**src/rtl/bcd_conv_arbiter.sv**
```systemverilog
// Round-robin arbiter sharing one binary-to-BCD converter among NREQ requesters.
// Captures the winner's operand, issues start, waits for done (with watchdog) and acks the owner.
module bcd_conv_arbiter #(
  parameter int NREQ    = 2,
  parameter int BIN_W   = 13,
  parameter int TIMEOUT = 64
) (
  input  logic                  clk,
  input  logic                  reset_n,
  input  logic [NREQ-1:0]       req,
  input  logic [NREQ*BIN_W-1:0] bin_in,
  output logic [NREQ-1:0]       ack,
  output logic                  err,
  output logic [15:0]           bcd_out,
  output logic [1:0]            owner,
  output logic                  busy,
  output logic                  conv_start,
  output logic [BIN_W-1:0]      conv_bin,
  input  logic                  conv_ready,
  input  logic                  conv_done_tick,
  input  logic [15:0]           conv_bcd
);

  typedef enum logic [1:0] {
    IDLE    = 2'd0,
    ISSUE   = 2'd1,
    WAIT    = 2'd2,
    DELIVER = 2'd3
  } state_t;

  localparam int TW = $clog2(TIMEOUT);
  // Abort when the timer would reach TIMEOUT-1: ack lands TIMEOUT cycles after start.
  localparam logic [TW-1:0] TLAST = TW'(TIMEOUT - 2);

  state_t            state_r, state_s;
  logic [1:0]        last_r, owner_r, grant_idx_s;
  logic [BIN_W-1:0]  conv_bin_r, grant_bin_s;
  logic [15:0]       bcd_out_r;
  logic [TW-1:0]     timer_r;
  logic [NREQ-1:0]   ack_r, ack_s;
  logic              err_r, err_s, busy_r, busy_s, start_r, start_s;
  logic              grant_found_s, timeout_s;
  logic [3:0]        req_ext_s;
  logic [2:0]        cand_s;

  // Round-robin search starting just after the last served requester.
  always_comb begin
    req_ext_s     = 4'(req);
    grant_found_s = 1'b0;
    grant_idx_s   = 2'd0;
    cand_s        = 3'd0;
    for (int i = 1; i <= NREQ; i++) begin
      cand_s = 3'(last_r) + 3'(i);
      if (cand_s >= 3'(NREQ)) cand_s = cand_s - 3'(NREQ);
      else                    cand_s = cand_s;
      if (!grant_found_s && req_ext_s[cand_s[1:0]]) begin
        grant_found_s = 1'b1;
        grant_idx_s   = cand_s[1:0];
      end else begin
        grant_found_s = grant_found_s;
      end
    end
  end

  // Operand mux for the winning requester.
  always_comb begin
    grant_bin_s = '0;
    for (int k = 0; k < NREQ; k++) begin
      if (grant_idx_s == 2'(k)) grant_bin_s = bin_in[k*BIN_W +: BIN_W];
      else                      grant_bin_s = grant_bin_s;
    end
  end

  // State register.
  always_ff @(posedge clk or negedge reset_n) begin
    if (!reset_n) state_r <= IDLE;
    else          state_r <= state_s;
  end

  // Next-state logic.
  always_comb begin
    timeout_s = (timer_r == TLAST);
    state_s   = state_r;
    case (state_r)
      IDLE:    if (conv_ready && grant_found_s) state_s = ISSUE;
               else                              state_s = IDLE;
      ISSUE:   state_s = WAIT;
      WAIT:    if (conv_done_tick || timeout_s) state_s = DELIVER;
               else                              state_s = WAIT;
      DELIVER: state_s = IDLE;
      default: state_s = IDLE;
    endcase
  end

  // Next values of the registered outputs; done wins over a coincident timeout.
  always_comb begin
    ack_s   = '0;
    busy_s  = (state_s != IDLE);
    start_s = (state_s == ISSUE);
    err_s   = (state_s == DELIVER) && !conv_done_tick;
    for (int k = 0; k < NREQ; k++) begin
      if ((state_s == DELIVER) && (owner_r == 2'(k))) ack_s[k] = 1'b1;
      else                                            ack_s[k] = 1'b0;
    end
  end

  // Output registers.
  always_ff @(posedge clk or negedge reset_n) begin
    if (!reset_n) begin
      ack_r   <= '0;
      err_r   <= 1'b0;
      busy_r  <= 1'b0;
      start_r <= 1'b0;
    end else begin
      ack_r   <= ack_s;
      err_r   <= err_s;
      busy_r  <= busy_s;
      start_r <= start_s;
    end
  end

  // Datapath: grant capture, watchdog timer, result capture and pointer update.
  always_ff @(posedge clk or negedge reset_n) begin
    if (!reset_n) begin
      last_r     <= 2'(NREQ - 1);
      owner_r    <= 2'd0;
      conv_bin_r <= '0;
      bcd_out_r  <= 16'h0000;
      timer_r    <= '0;
    end else begin
      case (state_r)
        IDLE: begin
          if (conv_ready && grant_found_s) begin
            owner_r    <= grant_idx_s;
            conv_bin_r <= grant_bin_s;
          end
        end
        ISSUE:   timer_r <= '0;
        WAIT: begin
          if (conv_done_tick) bcd_out_r <= conv_bcd;
          else                timer_r   <= timer_r + TW'(1);
        end
        DELIVER: last_r <= owner_r;
        default: timer_r <= '0;
      endcase
    end
  end

  assign ack        = ack_r;
  assign err        = err_r;
  assign busy       = busy_r;
  assign conv_start = start_r;
  assign owner      = owner_r;
  assign conv_bin   = conv_bin_r;
  assign bcd_out    = bcd_out_r;

endmodule

```
**config.mk**
```make
export PLATFORM = sky130hd
export DESIGN_NAME = bcd_conv_arbiter
export DESIGN_NICKNAME = d
export VERILOG_FILES = /design/src/rtl/bcd_conv_arbiter.sv
export SDC_FILE = /design/constraint.sdc
export NUM_CORES = 1
export LEC_CHECK = 0
export ABC_AREA = 1
export CAP_MARGIN = 25
export CELL_PAD_IN_SITES_DETAIL_PLACEMENT = 0
export CELL_PAD_IN_SITES_GLOBAL_PLACEMENT = 2
export CORE_MARGIN = 5
export CORE_UTILIZATION = 36
export DETAILED_ROUTE_END_ITERATION = 10
export DONT_BUFFER_PORTS = 1
export GPL_ROUTABILITY_DRIVEN = 1
export PLACE_DENSITY = 0.85
export REMOVE_ABC_BUFFERS = 1
export SYNTH_ARGS = -nofsm -noshare
export SYNTH_HDL_FRONTEND = slang
export SYNTH_SLANG_ARGS = --single-unit
export TNS_END_PERCENT = 10
```
**constraint.sdc**
```tcl
create_clock -name clk -period 3.9 [get_ports clk]
set_clock_uncertainty 0.1 [all_clocks]
set_input_delay 0.39 -clock clk [delete_from_list [all_inputs] [get_ports clk]]
set_output_delay 0.39 -clock clk [all_outputs]
set_load 0.005 [all_outputs]
```
### After elaboration in Yosys (flattened, before gate mapping)

Cells that the tools add are included.

| operators by class | value |
|---|---|
| eq/ne operators | 9 |
| magnitude comparators | 4 |
| mux-type cells | 19 |
| div/mod/pow operators | 0 |
| shift operators | 0 |
| bitwise gates (word level) | 0 |
| add/sub/neg operators | 5 |
| $mul | 0 |
| reductions and logical operators | 16 |

Operators by type and width:

| kind | count |
|---|---|
| 13-bit 2-to-1 mux | 2 |
| 6-bit case mux with 2 select lines | 1 |
| 2-bit by 1-bit equality test with 1-bit output, second input constant | 4 |
| 1-bit 2-to-1 mux | 8 |
| 2-bit 2-to-1 mux | 4 |
| 2-bit case mux with 4 select lines | 1 |
| 6-bit by 1-bit adder with 6-bit output, second input constant | 1 |
| 2-bit equality test, second input constant | 3 |
| 6-bit equality test, second input constant | 1 |
| 3-bit by 2-bit greater-or-equal comparator with 1-bit output, second input constant | 2 |
| 2-bit logical NOT | 3 |
| 2-bit by 3-bit less-than comparator with 1-bit output, second input constant | 2 |
| 6-bit 2-to-1 mux | 1 |
| 2-bit AND reduction | 3 |
| 1-bit logical AND | 5 |
| 1-bit binary-select mux with 2-bit select | 2 |
| 2-bit nonzero test | 2 |
| 2-bit subtractor, second input constant | 2 |
| 2-bit by 1-bit adder with 3-bit output, second input constant | 1 |
| 2-bit by 2-bit adder with 3-bit output, second input constant | 1 |
| 1-bit logical NOT | 2 |
| 2-bit != test, second input constant | 1 |
| 1-bit logical OR | 1 |

| storage, ports and cells | value |
|---|---|
| logic and storage cells | 63 |
| flip-flop bits (word level) | 46 |
| memories kept | 0 |
| memory bits (writable) | 0 |
| input bits | 48 |
| output and inout bits | 36 |
| latch bits | 0 |
| memory bits (read-only) | 0 |

### Depth between registers and ports, before layout

Gate-level depths: netlist (run 1).

| logic depth | value |
|---|---|
| word-level depth | 15 |
| mapped depth | 8 |
| mapped depth without buffers | 8 |

### Least setup slack after synthesis (run 1)

Ideal clock, no wire load.

| path | value |
|---|---|
| path kind | reg-to-reg |
| start point | register state_r[0] |
| end point | register timer_r[3] |
| setup time | 119 ps |
| path buffers | 0 |
| cell stages (with the launch flop) | 8 |
| required time | 3681 ps |
| path slack | 2426 ps |
| clock period less this slack | 1474 ps |
| arrival time | 1255 ps |
| cell sequence | dfrtp_1 > inv_1 > ha_1 > nand2_2 > o21ai_2 > inv_4 > a21oi_1 > nor2_1 |

| between the ends | value |
|---|---|
| cells in the longest elaborated chain, start to end | 3 |
| elaborated cells between the ends (all ways) | 6 |

Ends and longest elaborated chain:

| item | line | source |
|---|---|---|
| start, declared | 35 | `state_t state_r, state_s;` |
| start signal, assigned | 77 | `else state_r <= state_s;` |
| 2-bit equality test or 2-bit by 1-bit equality test with 1-bit output (tied branches) | 131 | `case (state_r)` |
| 2-bit != test (no source line) or 2-bit nonzero test (tied branches) | n/a |  |
| 2-bit AND reduction (no source line) | n/a |  |
| end signal, assigned | 141 | `else timer_r <= timer_r + TW'(1);` |
| end, declared | 39 | `logic [TW-1:0] timer_r;` |

Several ways; a longest one is shown, not always the timed one.
A chain may end at the register's enable or synchronous reset.

### Worst setup path in the final report (run 1)

Same ends and word-level chain as after synthesis.

==> flow_summary_export.csv, run 1 <==
group,metric,value,unit
timing,hold_viol_final,0,
grt,grt_usage,0.123,
setup_path,critPathArrivalTime,1.86,ns
clock_tree,htreeDepth,2,
floorplan,rows,27,
timing,tightest_slew,0.413,ns
power_and_ir_drop,leakage,0.00127,µW
detailed_routing,drtAntennaViolNets,0,
clock_tree,clk_pin_slew,0.09,ns
clock_tree,cts-resized-gates,0,
yosys,yosysTopAreaCellShare,0.535,
timing,rsz0062_at_grt,"false",
clock_tree,cts_buffers,5,
grt,first_global_vias,1499,
timing,period_share,0.455,
setup_path,max_stage_delay,0.41,ns
clock_tree,clk_latency,0.29,ns
timing,maxSlewViolCount,0,
floorplan,ios,84,
yosys,ys_seq_elements,46,
worst_hold_path,hp-class,"primary input to register",
yosys,synth_cells,257,
clock_tree,root_buffer,"clkbuf_8",
clock_tree,postCtsSetupBuffers,0,
floorplan,die_h,86.5,µm
setup_path,crit_path_start_kind,"register",
finish,drive_above_1_share,0.0690,
finish,areaGrowthSynthToFinish,10.0,%
floorplan,die-area,7480,µm²
floorplan,die_w,86.5,µm
timing,final.min_clock_period,1.78,ns
clock_tree,numClockSinks,46,
grt,grt_overflow,0,
yosys,synth_area_leaders,"dfrtp_1 (54%), nand2_1 (22%), inv_1 (4.6%), ha_1 (4.2%), o21ai_0 (3.6%)",
timing,setup_viol_count_final,0,
floorplan,initial_core_util,0.375,
detailed_routing,wire_per_inst,13.4,µm
yosys,avgSynthCellArea,8.19,µm²
place,hpwl,3.29,mm
run_status,status,"completed",
floorplan,core_area,5610,µm²
place,numPortBuffers,0,
power_and_ir_drop,p_total,1640,µW
detailed_routing,first_pass_iters,6,
yosys,ys_seq_area_frac,0.548,
setup_path,cp-end-kind,"register",
power_and_ir_drop,cellPowerDensity,709,nW/µm²
yosys,yosysUniqueCellTypes,24,
clock_tree,cts_tree,"done",
place,dp.cells,323,
finish,fin_cells,333,
power_and_ir_drop,ir_worst_vdd,0.244,mV
timing,fin_setup_tns,0,ns
clock_tree,clockBufferDepth,2,
setup_path,slowest_stage,"dfrtp_1",
finish,nNetsFinal,315,
setup_path,worstSetupPathType,"register to register",
detailed_routing,drc_errors,0,
place,place_congestion,0.795,
setup_path,path_buf_inv,2,
grt,grt_max_degree,47,
setup_path,path_cells,"inv_1 -> ha_1 -> nand2_2 -> o21ai_2 -> inv_4 -> a21oi_1 -> nor2_1",
timing,fmax,0.563,GHz
grt,grt_pass1_wl,7.33,mm
detailed_routing,num_vias,1503,
setup_path,crit_required,3.99,ns
job,maxCapViolCount,0,
timing,whs,0.0812,ns
grt,antenna_found_initial,0,
setup_path,crit_fanout,18,
finish,layout_common_cells,"nand2_1 (121), dfrtp_1 (45), inv_1 (26)",
yosys,syn_area,2100,µm²
detailed_routing,viasPerCell,4.51,
finish,final_common_cell,"nand2_1",
finish,num_antenna_cells,0,
yosys,synth_largest_area_cell,"dfrtp_1",
timing,relSlewSlack,0.725,
yosys,yosys_warnings,0,
setup_path,cp_top_family,"flip-flops",
detailed_routing,wl,4.47,mm
detailed_routing,drt_iter0_markers,32,
==> where the power goes <==
| part | internal [µW] | leakage [µW] | total [µW] | switching (µW) |
|---|---|---|---|---|
| clock | 209 | 0.0000585 | 363 | 154 |
| combinational | 159 | 0.000623 | 443 | 284 |
| sequential | 675 | 0.000585 | 836 | 161 |
==> through the flow <==
step / setup slack, ns / cell area (µm²) / utilization
final: 2.12 / 2320 / 0.413
after global routing: 1.98 / 2320 / 0.413
after CTS: 2.10 / 2320 / 0.413
after detailed placement: 2.10 / 2160 / 0.386
after global placement: 2.15 / 2160 / 0.386
after floorplan: 2.33 / 2070 / -
==> sequential cells by signal (all words and copies together), names as in the netlist <==
signal,flops
bcd_out,16
conv_bin,13
timer_r,6
ack,2
last_r,2
owner,2
state_r,2
busy,1
conv_start,1
err,1
==> cells in the mapped netlist (all sizes together) <==
master and number:
clkbuf 2, nand3 7, dfstp 1, nand2 122
or2 2, a21oi 4, o21ai 19, nand4 4
o31ai 1, buf 4, ha 7, dfrtp 45
xnor2 1, inv 29, o21bai 1, nor2 8
==> metal layers <==
metal | share of wire | GRT usage | up-vias
met1 | 0.44 | 0.154 | 646
met3 | 0.098 | 0.0580 | 2
met2 | 0.45 | 0.192 | 59
met4 | 0.0045 | 0.0297 | 0
met5 | 0 | 0 | -
li1 | - | - | 796
==> cells by family after synthesis <==
logic type	after synthesis	synth area share
compound gates	25	0.0636
flops	46	0.548
buf+inv	35	0.0684
xor+xnor	1	0.00416
simple gates	143	0.275
fa+ha+maj	7	0.0416
==> worst paths after layout <==
kind,depth (start not counted),start,end,slack [ns]
max,7,state_r[0]$_DFF_PN0_,timer_r[3]$_DFFE_PN0P_,2.12
min,1,conv_done_tick,err$_DFF_PN0_,0.08
max reg2reg,7,state_r[0]$_DFF_PN0_,timer_r[3]$_DFFE_PN0P_,2.12
min reg2reg,2,bcd_out[9]$_DFFE_PN0P_,bcd_out[9]$_DFFE_PN0P_,0.41
max in group asynchronous,2,reset_n,last_r[0]$_DFFE_PN1N_,2.92
min in group asynchronous,2,reset_n,timer_r[3]$_DFFE_PN0P_,0.49
==> layout make-up <==
cell class,instances,area (µm²)
flip-flops and latches,46,1150
multi-input cells,176,808
fillers,575,3290
inverters,29,111
well taps,72,90.1
clock buffers,7,86.3
clock inverters,1,30.0
repair buffers,2,37.5
==> repair_timing <==
item / CTS / global route
endpoints found under the setup margin: 0 / 0
hold buffers: 2 / 0
endpoints found under the hold margin: 46 / 0
Note: power is estimated with default switching activity, not from simulation.
==> inputs of run 2 (changes only) <==
Settings changed: CORE_UTILIZATION 36 to 31, PLACE_DENSITY 0.85 to 0.78.
Clock period 3.9 ns to 1.45 ns, I/O delays scaled along.
==> run 2 against run 1 <==
Non-clock buffer count up 59. Critical path depth down 1. Combinational power rose to 4.4 times the previous value. Cell area up 31%. Die area up 14%. Global-route usage up 0.10 points. Via count up 20%. Power rose to 3.1 times the previous value. First-iteration DRC count up 100%. Highest routed layer unchanged.
==> flow_summary_export.csv, run 2 (synthesis gave the netlist of run 1 again) <==
group,metric,value,unit
run_status,status,"completed",
timing,tightest_slew,0.246,ns
clock_tree,cts_tree,"done",
floorplan,core_area,6680,µm²
detailed_routing,wl,5.46,mm
setup_path,cp-end-kind,"register",
timing,final.min_clock_period,1.42,ns
clock_tree,clk_latency,0.30,ns
detailed_routing,viasPerCell,4.52,
floorplan,rows,30,
setup_path,path_cells,"inv_2 -> ha_4 -> nor2_1 -> nand2_1 -> nand2_2 -> or2_1",
setup_path,crit_path_start_kind,"register",
detailed_routing,drtAntennaViolNets,0,
place,numPortBuffers,0,
job,maxCapViolCount,0,
setup_path,slowest_stage,"dfrtp_1",
power_and_ir_drop,cellPowerDensity,1660,nW/µm²
detailed_routing,num_vias,1809,
grt,grt_max_degree,47,
grt,grt_pass1_wl,8.42,mm
grt,grt_overflow,0,
floorplan,initial_core_util,0.315,
timing,fmax,0.706,GHz
clock_tree,htreeDepth,2,
timing,hold_viol_final,0,
grt,grt_usage,0.124,
clock_tree,cts_buffers,5,
setup_path,cp_top_family,"simple AND/OR/NAND/NOR gates",
setup_path,path_buf_inv,1,
grt,first_global_vias,1740,
place,placed_cell_area,2290,µm²
finish,final_common_cell,"nand2_1",
floorplan,die_w,92.4,µm
timing,setup_viol_count_final,0,
finish,nNetsFinal,374,
grt,antenna_found_initial,0,
floorplan,ios,84,
finish,final_area,3030,µm²
detailed_routing,drt_iter0_markers,64,
timing,relSlewSlack,0.836,
setup_path,worstSetupPathType,"register to register",
timing,rsz0062_at_grt,"true",
floorplan,die_h,92.4,µm
power_and_ir_drop,p_total,5040,µW
place,place_congestion,0.733,
place,hpwl,3.55,mm
finish,fillerInstances,619,
clock_tree,clockBufferDepth,2,
detailed_routing,first_pass_iters,4,
floorplan,die-area,8540,µm²
timing,period_share,0.977,
setup_path,crit_fanout,3,
setup_path,max_stage_delay,0.44,ns
clock_tree,root_buffer,"clkbuf_8",
finish,largest_register_ffs,16,
power_and_ir_drop,ir_worst_vdd,0.532,mV
clock_tree,numClockSinks,46,
detailed_routing,drc_errors,0,
worst_hold_path,hp-class,"primary input to register",
finish,num_antenna_cells,0,
power_and_ir_drop,leakage,0.00154,µW
setup_path,critPathArrivalTime,1.50,ns
setup_path,crit_required,1.54,ns
finish,areaGrowthSynthToFinish,44.1,%
timing,maxSlewViolCount,0,
clock_tree,clk_pin_slew,0.09,ns
finish,drive_above_1_share,0.166,
detailed_routing,wire_per_inst,13.7,µm
finish,layout_common_cells,"nand2_1 (117), dfrtp_1 (45), dlygate4sd3_1 (44)",
-- run 2: timing repair --
| action | CTS | global route |
|---|---|---|
| endpoints found under the hold margin | 80 | 0 |
| pin swaps | 0 | 13 |
| endpoints found under the setup margin | 18 | 32 |
| setup buffers | 0 | 3 |
| gates resized for setup | 2 | 32 |
| gates cloned | 0 | 1 |
| hold buffers | 45 | 0 |
-- run 2: final cells by class --
type,count,area [µm²],area share
Sequential cell,46,1150,0.380
Multi-Input combinational cell,176,932,0.307
Timing Repair Buffer,61,638,0.210
Inverter,29,119,0.0392
Tap cell,80,100,0.0330
Clock buffer,7,86.3,0.0285
Clock inverter,1,5.00,0.00165
-- run 2: through the flow --
| step | utilization | setup slack (ns) | setup TNS [ns] | hold WS [ns] | std cells |
|---|---|---|---|---|---|
| after CTS | 0.427 | 0.000657 | 0 | 0.00574 | 396 |
| after detailed placement | 0.342 | -0.0489 | -0.521 | -0.249 | 343 |
| after floorplan | - | -0.118 | -0.316 | -0.251 | 251 |
| after global routing | 0.454 | -0.0367 | -0.144 | 0.0355 | 400 |
| final | 0.454 | 0.0328 | 0 | 0.0117 | 400 |
| after global placement | 0.342 | -0.00512 | -0.00672 | -0.249 | 343 |
-- run 2: path summary, 6_finish.rpt --
check	to	from	cells past startpoint	slack [ns]
max	busy$_DFF_PN0_	state_r[1]$_DFF_PN0_	6	0.03
min	conv_bin[10]$_DFFE_PN0P_	bin_in[23]	4	0.01
max reg2reg	busy$_DFF_PN0_	state_r[1]$_DFF_PN0_	6	0.03
min reg2reg	conv_bin[7]$_DFFE_PN0P_	conv_bin[7]$_DFFE_PN0P_	2	0.41
max in group asynchronous	last_r[0]$_DFFE_PN1N_	reset_n	2	0.70
min in group asynchronous	bcd_out[11]$_DFFE_PN0P_	reset_n	2	0.29
-- run 2: worst reg2reg max path, cell delays in order (launching register included) --
cell and delay, ns:
dfrtp_1 0.44, inv_2 0.16, ha_4 0.16, nor2_1 0.04, nand2_1 0.09, nand2_2 0.10, or2_1 0.23
-- run 2: report_power, final --
part	switching (µW)	internal [µW]	total, µW
Sequential	438	1820	2250
Clock	438	386	824
Combinational	1040	921	1960
-- run 2: metal layers --
layer  track usage  vias up  routed length, µm  share of wire
met3        0.0398       11                368          0.067
met5             0        -                  0              0
met4        0.0334        0                 95          0.017
li1              -      911                  -              -
met1         0.144      822               2240           0.41
met2         0.219       65               2760           0.50
==> inputs of run 3 (changes only) <==
Settings changed: CAP_MARGIN 25 to 20.
==> results of run 3 <==
Same layout as run 2: the final DEF is identical, and so are final timing and power.
